==> config.mk <==
export PLATFORM = sky130hd
export DESIGN_NAME = mult_sched
export DESIGN_NICKNAME = d
export VERILOG_FILES = /design/src/rtl/mult_sched_pkg.sv /design/src/rtl/mult_sched_arbiter.sv /design/src/rtl/mult_sched.sv
export SDC_FILE = /design/constraint.sdc
export NUM_CORES = 1
export LEC_CHECK = 0
export ABC_AREA = 0
export CAP_MARGIN = 30
export CORE_ASPECT_RATIO = 0.8
export CORE_UTILIZATION = 40
export DETAILED_ROUTE_END_ITERATION = 10
export GPL_TIMING_DRIVEN = 1
export PLACE_DENSITY = 0.81
export SYNTH_ARGS = -nofsm -noshare
export SYNTH_HDL_FRONTEND = slang
export SYNTH_SLANG_ARGS = --single-unit
==> constraint.sdc <==
create_clock -name clk -period 2.6 [get_ports clk]
set_input_delay 0.52 -clock clk [delete_from_list [all_inputs] [get_ports clk]]
set_output_delay 0.52 -clock clk [all_outputs]
set_load 0.02 [all_outputs]
==> src/rtl/mult_sched_pkg.sv <==
// Shared types and constants for the multiplier scheduler.
package mult_sched_pkg;

  typedef enum logic [2:0] {
    IDLE,
    CLEAR,
    LOAD,
    RUN,
    RESP
  } state_t;

  // Cycles the multiplier is held in reset before operands are set up.
  localparam int CLEAR_CYCLES = 1;

  // Width of a requester id for a given requester count.
  function automatic int id_width(input int num_req);
    return (num_req > 1) ? $clog2(num_req) : 1;
  endfunction

endpackage

==> src/rtl/mult_sched_arbiter.sv <==
// Round-robin winner selection: lowest requesting index at or above rr_ptr, wrapping.
module rr_arbiter
  import mult_sched_pkg::*;
#(
  parameter int NUM_REQ = 4,
  parameter int ID_W    = id_width(NUM_REQ)
) (
  input  logic [NUM_REQ-1:0] req,
  input  logic [ID_W-1:0]    rr_ptr,
  output logic               any,
  output logic [ID_W-1:0]    winner_id
);

  logic [ID_W-1:0] cand;

  // Scan requesters in rotated order and keep the first one found.
  always_comb begin
    any       = 1'b0;
    winner_id = '0;
    cand      = '0;
    for (int unsigned i = 0; i < NUM_REQ; i++) begin
      cand = ID_W'((int'(rr_ptr) + int'(i)) % NUM_REQ);
      if (!any && req[cand]) begin
        any       = 1'b1;
        winner_id = cand;
      end
    end
  end

endmodule

==> src/rtl/mult_sched.sv <==
// Shares one multiplier among NUM_REQ requesters with round-robin arbitration.
module mult_sched
  import mult_sched_pkg::*;
#(
  parameter int NUM_REQ = 4,
  parameter int WIDTH   = 8,
  parameter int TIMEOUT = 64
) (
  input  logic                     clk,
  input  logic                     reset,
  input  logic [NUM_REQ-1:0]       req,
  input  logic [NUM_REQ*WIDTH-1:0] op_a,
  input  logic [NUM_REQ*WIDTH-1:0] op_b,
  output logic [NUM_REQ-1:0]       gnt,
  output logic [NUM_REQ-1:0]       done,
  output logic [2*WIDTH-1:0]       result,
  output logic                     err,
  output logic                     busy,
  output logic                     mul_reset,
  output logic                     mul_start,
  output logic [WIDTH-1:0]         mul_num_1,
  output logic [WIDTH-1:0]         mul_num_2,
  input  logic                     mul_ready,
  input  logic [2*WIDTH-1:0]       mul_result
);

  localparam int ID_W  = id_width(NUM_REQ);
  localparam int CNT_W = (TIMEOUT > 2) ? $clog2(TIMEOUT) : 1;

  state_t             state, state_next;
  logic [ID_W-1:0]    id, rr_ptr, winner_id;
  logic               any;
  logic [CNT_W-1:0]   cnt;
  logic               err_flag;
  logic               timed_out;
  logic [NUM_REQ-1:0] id_onehot;

  rr_arbiter #(
    .NUM_REQ (NUM_REQ),
    .ID_W    (ID_W)
  ) u_arb (
    .req       (req),
    .rr_ptr    (rr_ptr),
    .any       (any),
    .winner_id (winner_id)
  );

  assign timed_out = (cnt == CNT_W'(TIMEOUT - 1));
  assign id_onehot = NUM_REQ'(1) << id;

  // State register.
  always_ff @(posedge clk or negedge reset) begin
    if (!reset) state <= IDLE;
    else        state <= state_next;
  end

  // Next-state decode and Moore outputs; multiplier is held in reset outside LOAD/RUN.
  always_comb begin
    state_next = state;
    gnt        = '0;
    done       = '0;
    err        = 1'b0;
    busy       = (state != IDLE);
    mul_reset  = 1'b1;
    mul_start  = 1'b0;
    case (state)
      IDLE: if (any) state_next = CLEAR;
      CLEAR: begin
        if (cnt == '0) gnt = id_onehot;
        if (cnt == CNT_W'(CLEAR_CYCLES - 1)) state_next = LOAD;
      end
      LOAD: begin
        mul_reset  = 1'b0;
        state_next = RUN;
      end
      RUN: begin
        mul_reset = 1'b0;
        mul_start = 1'b1;
        if (mul_ready || timed_out) state_next = RESP;
      end
      RESP: begin
        done       = id_onehot;
        err        = err_flag;
        state_next = IDLE;
      end
      default: state_next = IDLE;
    endcase
  end

  // Job registers: winner id, operands, result/error and the shared phase counter.
  // The counter restarts on every state change, so it times both CLEAR and RUN.
  always_ff @(posedge clk or negedge reset) begin
    if (!reset) begin
      id        <= '0;
      rr_ptr    <= '0;
      cnt       <= '0;
      err_flag  <= 1'b0;
      result    <= '0;
      mul_num_1 <= '0;
      mul_num_2 <= '0;
    end else begin
      if (state_next != state)              cnt <= '0;
      else if (state == CLEAR || state == RUN) cnt <= cnt + CNT_W'(1);
      case (state)
        IDLE: if (any) begin
          id        <= winner_id;
          mul_num_1 <= op_a[winner_id*WIDTH +: WIDTH];
          mul_num_2 <= op_b[winner_id*WIDTH +: WIDTH];
        end
        RUN: begin
          if (mul_ready) begin
            result   <= mul_result;
            err_flag <= 1'b0;
          end else if (timed_out) begin
            result   <= '0;
            err_flag <= 1'b1;
          end
        end
        RESP: rr_ptr <= (id == ID_W'(NUM_REQ - 1)) ? '0 : id + ID_W'(1);
        default: ;
      endcase
    end
  end

endmodule

==> run_summary.xml <==
<?xml version="1.0" encoding="UTF-8"?>
<metrics>
  <group name="global_routing">
    <metric name="grt_util_all_layers" unit="">0.2075</metric>
    <metric name="via_count_of_the_first_global_routing_pass" unit="">2286</metric>
    <metric name="grt_max_degree" unit="">30</metric>
    <metric name="global_route_wire_length_before_repair" unit="mm">10.83</metric>
    <metric name="globalRouteOverflowTotal" unit="">0</metric>
    <metric name="grt_antenna_before_repair" unit="">0</metric>
  </group>
  <group name="place">
    <metric name="port-buffer-count" unit="">130</metric>
    <metric name="place_congestion" unit="">0.7809</metric>
    <metric name="pre_cts_slack" unit="ns">0.05385</metric>
    <metric name="place_hpwl" unit="mm">5.110</metric>
  </group>
  <group name="synthesis">
    <metric name="synth_async_sr_flop_share" unit="">1.000</metric>
    <metric name="ys_dominant_reg_cell" unit="">sky130_fd_sc_hd__dfrtp_1</metric>
    <metric name="distinct_cell_type_count_after_synthesis" unit="">42</metric>
    <metric name="synth_top_cells_by_count" unit="">sky130_fd_sc_hd__dfrtp_1 (46), sky130_fd_sc_hd__mux2i_1 (33), sky130_fd_sc_hd__o21ai_0 (18), sky130_fd_sc_hd__a22o_1 (16), sky130_fd_sc_hd__a2bb2oi_1 (16)</metric>
    <metric name="synth_seq_area_share" unit="">0.4598</metric>
    <metric name="synthesized_cell_area" unit="µm²">2504</metric>
    <metric name="synth_edf_count" unit="">0</metric>
    <metric name="synth.net_count" unit="">319</metric>
    <metric name="ys_ff_latch" unit="">46</metric>
    <metric name="post_synth_inst_count" unit="">226</metric>
    <metric name="avgSynthCellArea" unit="µm²">11.08</metric>
    <metric name="yosysTopAreaCellShare" unit="">0.4598</metric>
    <metric name="synth_area_leader_cell" unit="">sky130_fd_sc_hd__dfrtp_1</metric>
    <metric name="yosys-top-cells-area" unit="">sky130_fd_sc_hd__dfrtp_1 (46%), sky130_fd_sc_hd__mux2i_1 (13%), sky130_fd_sc_hd__a22o_1 (5.6%)</metric>
    <metric name="ys.warnings.count" unit="">0</metric>
    <metric name="most_instantiated_library_cell_after_synthesis" unit="">sky130_fd_sc_hd__dfrtp_1</metric>
  </group>
  <group name="sta">
    <metric name="final_critical_path_setup_slack" unit="ns">0.1058</metric>
    <metric name="hold_viol" unit="">0</metric>
    <metric name="worst_slew_pin_slew" unit="ns">0.5938</metric>
    <metric name="rsz0062_at_grt" unit="">no</metric>
    <metric name="timing.slew.headroom" unit="">0.6041</metric>
    <metric name="timing.clock.skew" unit="ns">0.008875</metric>
    <metric name="final-max-slew-violation-count" unit="">0</metric>
    <metric name="max_freq" unit="MHz">400.9</metric>
    <metric name="period_needed" unit="ns">2.494</metric>
    <metric name="final.period_utilization" unit="">0.9593</metric>
    <metric name="setup-violations-final" unit="">0</metric>
    <metric name="finalSetupTns" unit="ns">0</metric>
  </group>
  <group name="drt">
    <metric name="wl_per_cell" unit="µm">14.84</metric>
    <metric name="average_via_count_per_standard_cell" unit="">5.073</metric>
    <metric name="first_iter_violations" unit="">80</metric>
    <metric name="pre_repair_dr_iteration_count" unit="">4</metric>
    <metric name="routed_wirelength" unit="mm">6.679</metric>
    <metric name="detail-route-antenna-nets" unit="">0</metric>
    <metric name="dr_total_vias" unit="">2283</metric>
    <metric name="drt_drc_violations_left" unit="">0</metric>
  </group>
  <group name="floorplanning">
    <metric name="die_area" unit="µm²">6581</metric>
    <metric name="initial_core_util" unit="">0.4191</metric>
    <metric name="pin_count" unit="">131</metric>
    <metric name="placeableCoreArea" unit="µm²">5974</metric>
    <metric name="die_w" unit="µm">90.45</metric>
    <metric name="core.rowCount" unit="">25</metric>
    <metric name="fp.dieH" unit="µm">72.76</metric>
  </group>
  <group name="finish">
    <metric name="design.final.nets" unit="">461</metric>
    <metric name="drive_gt1_frac" unit="">0.1030</metric>
    <metric name="areaGrowthSynthToFinish" unit="%">62.52</metric>
    <metric name="num_antenna_cells" unit="">0</metric>
  </group>
  <group name="status">
    <metric name="outcome" unit="">completed</metric>
  </group>
  <group name="clocking">
    <metric name="cts_hold_buffers" unit="">0</metric>
    <metric name="clk_latency" unit="ns">0.29</metric>
    <metric name="cts_made_buffers" unit="">5</metric>
    <metric name="numClockSinks" unit="">46</metric>
    <metric name="cts.clk_slew.worst_paths" unit="ns">0.09</metric>
    <metric name="tritoncts" unit="">built</metric>
    <metric name="cts_root_buf" unit="">sky130_fd_sc_hd__clkbuf_8</metric>
    <metric name="cts-htree-levels" unit="">2</metric>
    <metric name="clock_tree.buffer_depth" unit="">2</metric>
    <metric name="cts_post_setup_buffers_inserted" unit="">0</metric>
  </group>
  <group name="setup_path">
    <metric name="endpoint" unit="">gnt[0]</metric>
    <metric name="r2r_cells" unit="">7</metric>
    <metric name="criticalPathCategory" unit="">reg -&gt; out</metric>
    <metric name="critPathRequiredTime" unit="ns">2.08</metric>
    <metric name="critPathCaptureType" unit="">output pin</metric>
    <metric name="worst_r2r_endpoint" unit="">mul_num_2[4]</metric>
    <metric name="critPathLaunchType" unit="">flip-flop</metric>
    <metric name="reg2reg_from" unit="">state[2]</metric>
    <metric name="reg2reg_setup_slack" unit="ns">0.44</metric>
    <metric name="worst_ep_arrival_time" unit="ns">1.97</metric>
    <metric name="crit_path_max_fanout" unit="">5</metric>
    <metric name="crit_path_start" unit="">cnt[2]</metric>
  </group>
  <group name="pwr">
    <metric name="peakVddDrop" unit="mV">0.4840</metric>
    <metric name="sw_frac_of_total" unit="">0.3988</metric>
    <metric name="sequentialPowerShare" unit="">0.304</metric>
    <metric name="p_leak" unit="nW">1.867</metric>
    <metric name="share_clk_of_total_power" unit="">0.111</metric>
    <metric name="cellInternalPower" unit="mW">2.430</metric>
    <metric name="combinational_group_share_of_total_power" unit="">0.586</metric>
    <metric name="total_power_density_per_cell_area" unit="nW/µm²">993.4</metric>
    <metric name="total_switching_power" unit="mW">1.612</metric>
  </group>
  <group name="worst_hold_path">
    <metric name="worst_hold_path_type" unit="">in -&gt; async</metric>
  </group>
  <group name="run">
    <metric name="timing.max_cap.violations" unit="">0</metric>
  </group>
</metrics>
-- power by group through the flow --
stage	Clock, mW	Sequential [mW]	Combinational, mW
finish	0.448	1.23	2.37
global route	0.495	1.27	2.56
CTS	0.467	1.23	2.39
detailed placement	0	1.23	2.39
global placement	0	1.23	2.34
floorplan	0	1.49	1.10
-- through the flow --
stage | power (mW) | util | hold slack (ns) | instances | instance area (µm²)
floorplan | 2.592 | - | 0.2244 | 226 | 2504
global placement | 3.567 | 0.6647 | 0.4588 | 442 | 3971
detailed placement | 3.622 | 0.6647 | 0.4685 | 442 | 3971
CTS | 4.080 | 0.6806 | 0.1319 | 450 | 4066
global route | 4.319 | 0.6810 | 0.1474 | 450 | 4069
finish | 4.042 | 0.6810 | 0.1312 | 450 | 4069
-- layout make-up --
class / instances / area [µm²]
Timing Repair Buffer: 148 / 1451
Clock buffer: 5 / 68.82
Tap cell: 81 / 101.3
Inverter: 9 / 33.78
Fill cell: 481 / 1906
Clock inverter: 3 / 25.02
Multi-Input combinational cell: 158 / 1237
Sequential cell: 46 / 1151
-- how the worst min path moves through the flow --
stage	start	endpoint	cells past startpoint
final	reset	result[2]	1
after detailed placement	reset	result[11]	1
after CTS	reset	result[11]	1
after global routing	reset	result[11]	1
after floorplan	reset	cnt[0]	0
after global placement	reset	result[2]	1
-- placed cells by master (no fill, tap or decap), drive strengths merged, types with 7 or more instances in the layout --
master         instances
dfrtp                 46
clkdlybuf4s50        125
a22o                  16
and3                   7
o21ai                 18
a21oi                 10
inv                   10
buf                   19
mux2i                 33
a2bb2oi               16
-- layer usage --
| layer | up-vias | track usage | wire, µm |
|---|---|---|---|
| met5 | - | 0 | 0 |
| met1 | 1087 | 0.2761 | 3057 |
| met4 | 0 | 0.06452 | 79 |
| li1 | 1121 | - | - |
| met3 | 6 | 0.04063 | 310 |
| met2 | 69 | 0.3469 | 3232 |
-- what timing repair did --
| action | 4_1_cts | 5_1_grt |
|---|---|---|
| setup endpoints to repair | 4 | 5 |
| cloned | 0 | 0 |
| resized for setup | 5 | 1 |
-- state kept, by name, indices dropped and copies added, names as in the netlist --
name,count
result,16
mul_num_1,8
mul_num_2,8
cnt,6
state,3
id,2
rr_ptr,2
err_flag,1
-- logic make-up (layout without fill, tap and decap cells) --
group	Yosys count	after routing	synth area share
flip-flops	46	46	0.4598
adder cells (fa/ha/maj)	6	6	0.02998
XOR/XNOR	1	1	0.003499
multiplexers	35	35	0.1409
AO/OA/AOI/OAI	74	74	0.2164
buffers and inverters	22	165	0.05397
AND/OR/NAND/NOR	42	42	0.09546
-- critical path, cell delays in order, from the launching register on --
cell and delay [ns]:
sky130_fd_sc_hd__dfrtp_1 0.40, sky130_fd_sc_hd__nor4_2 0.35, sky130_fd_sc_hd__nand2_1 0.12, sky130_fd_sc_hd__nor4_1 0.18
sky130_fd_sc_hd__buf_4 0.17, sky130_fd_sc_hd__and2_1 0.13, sky130_fd_sc_hd__dlygate4sd2_1 0.33
Power figures use the tool's default switching activity.
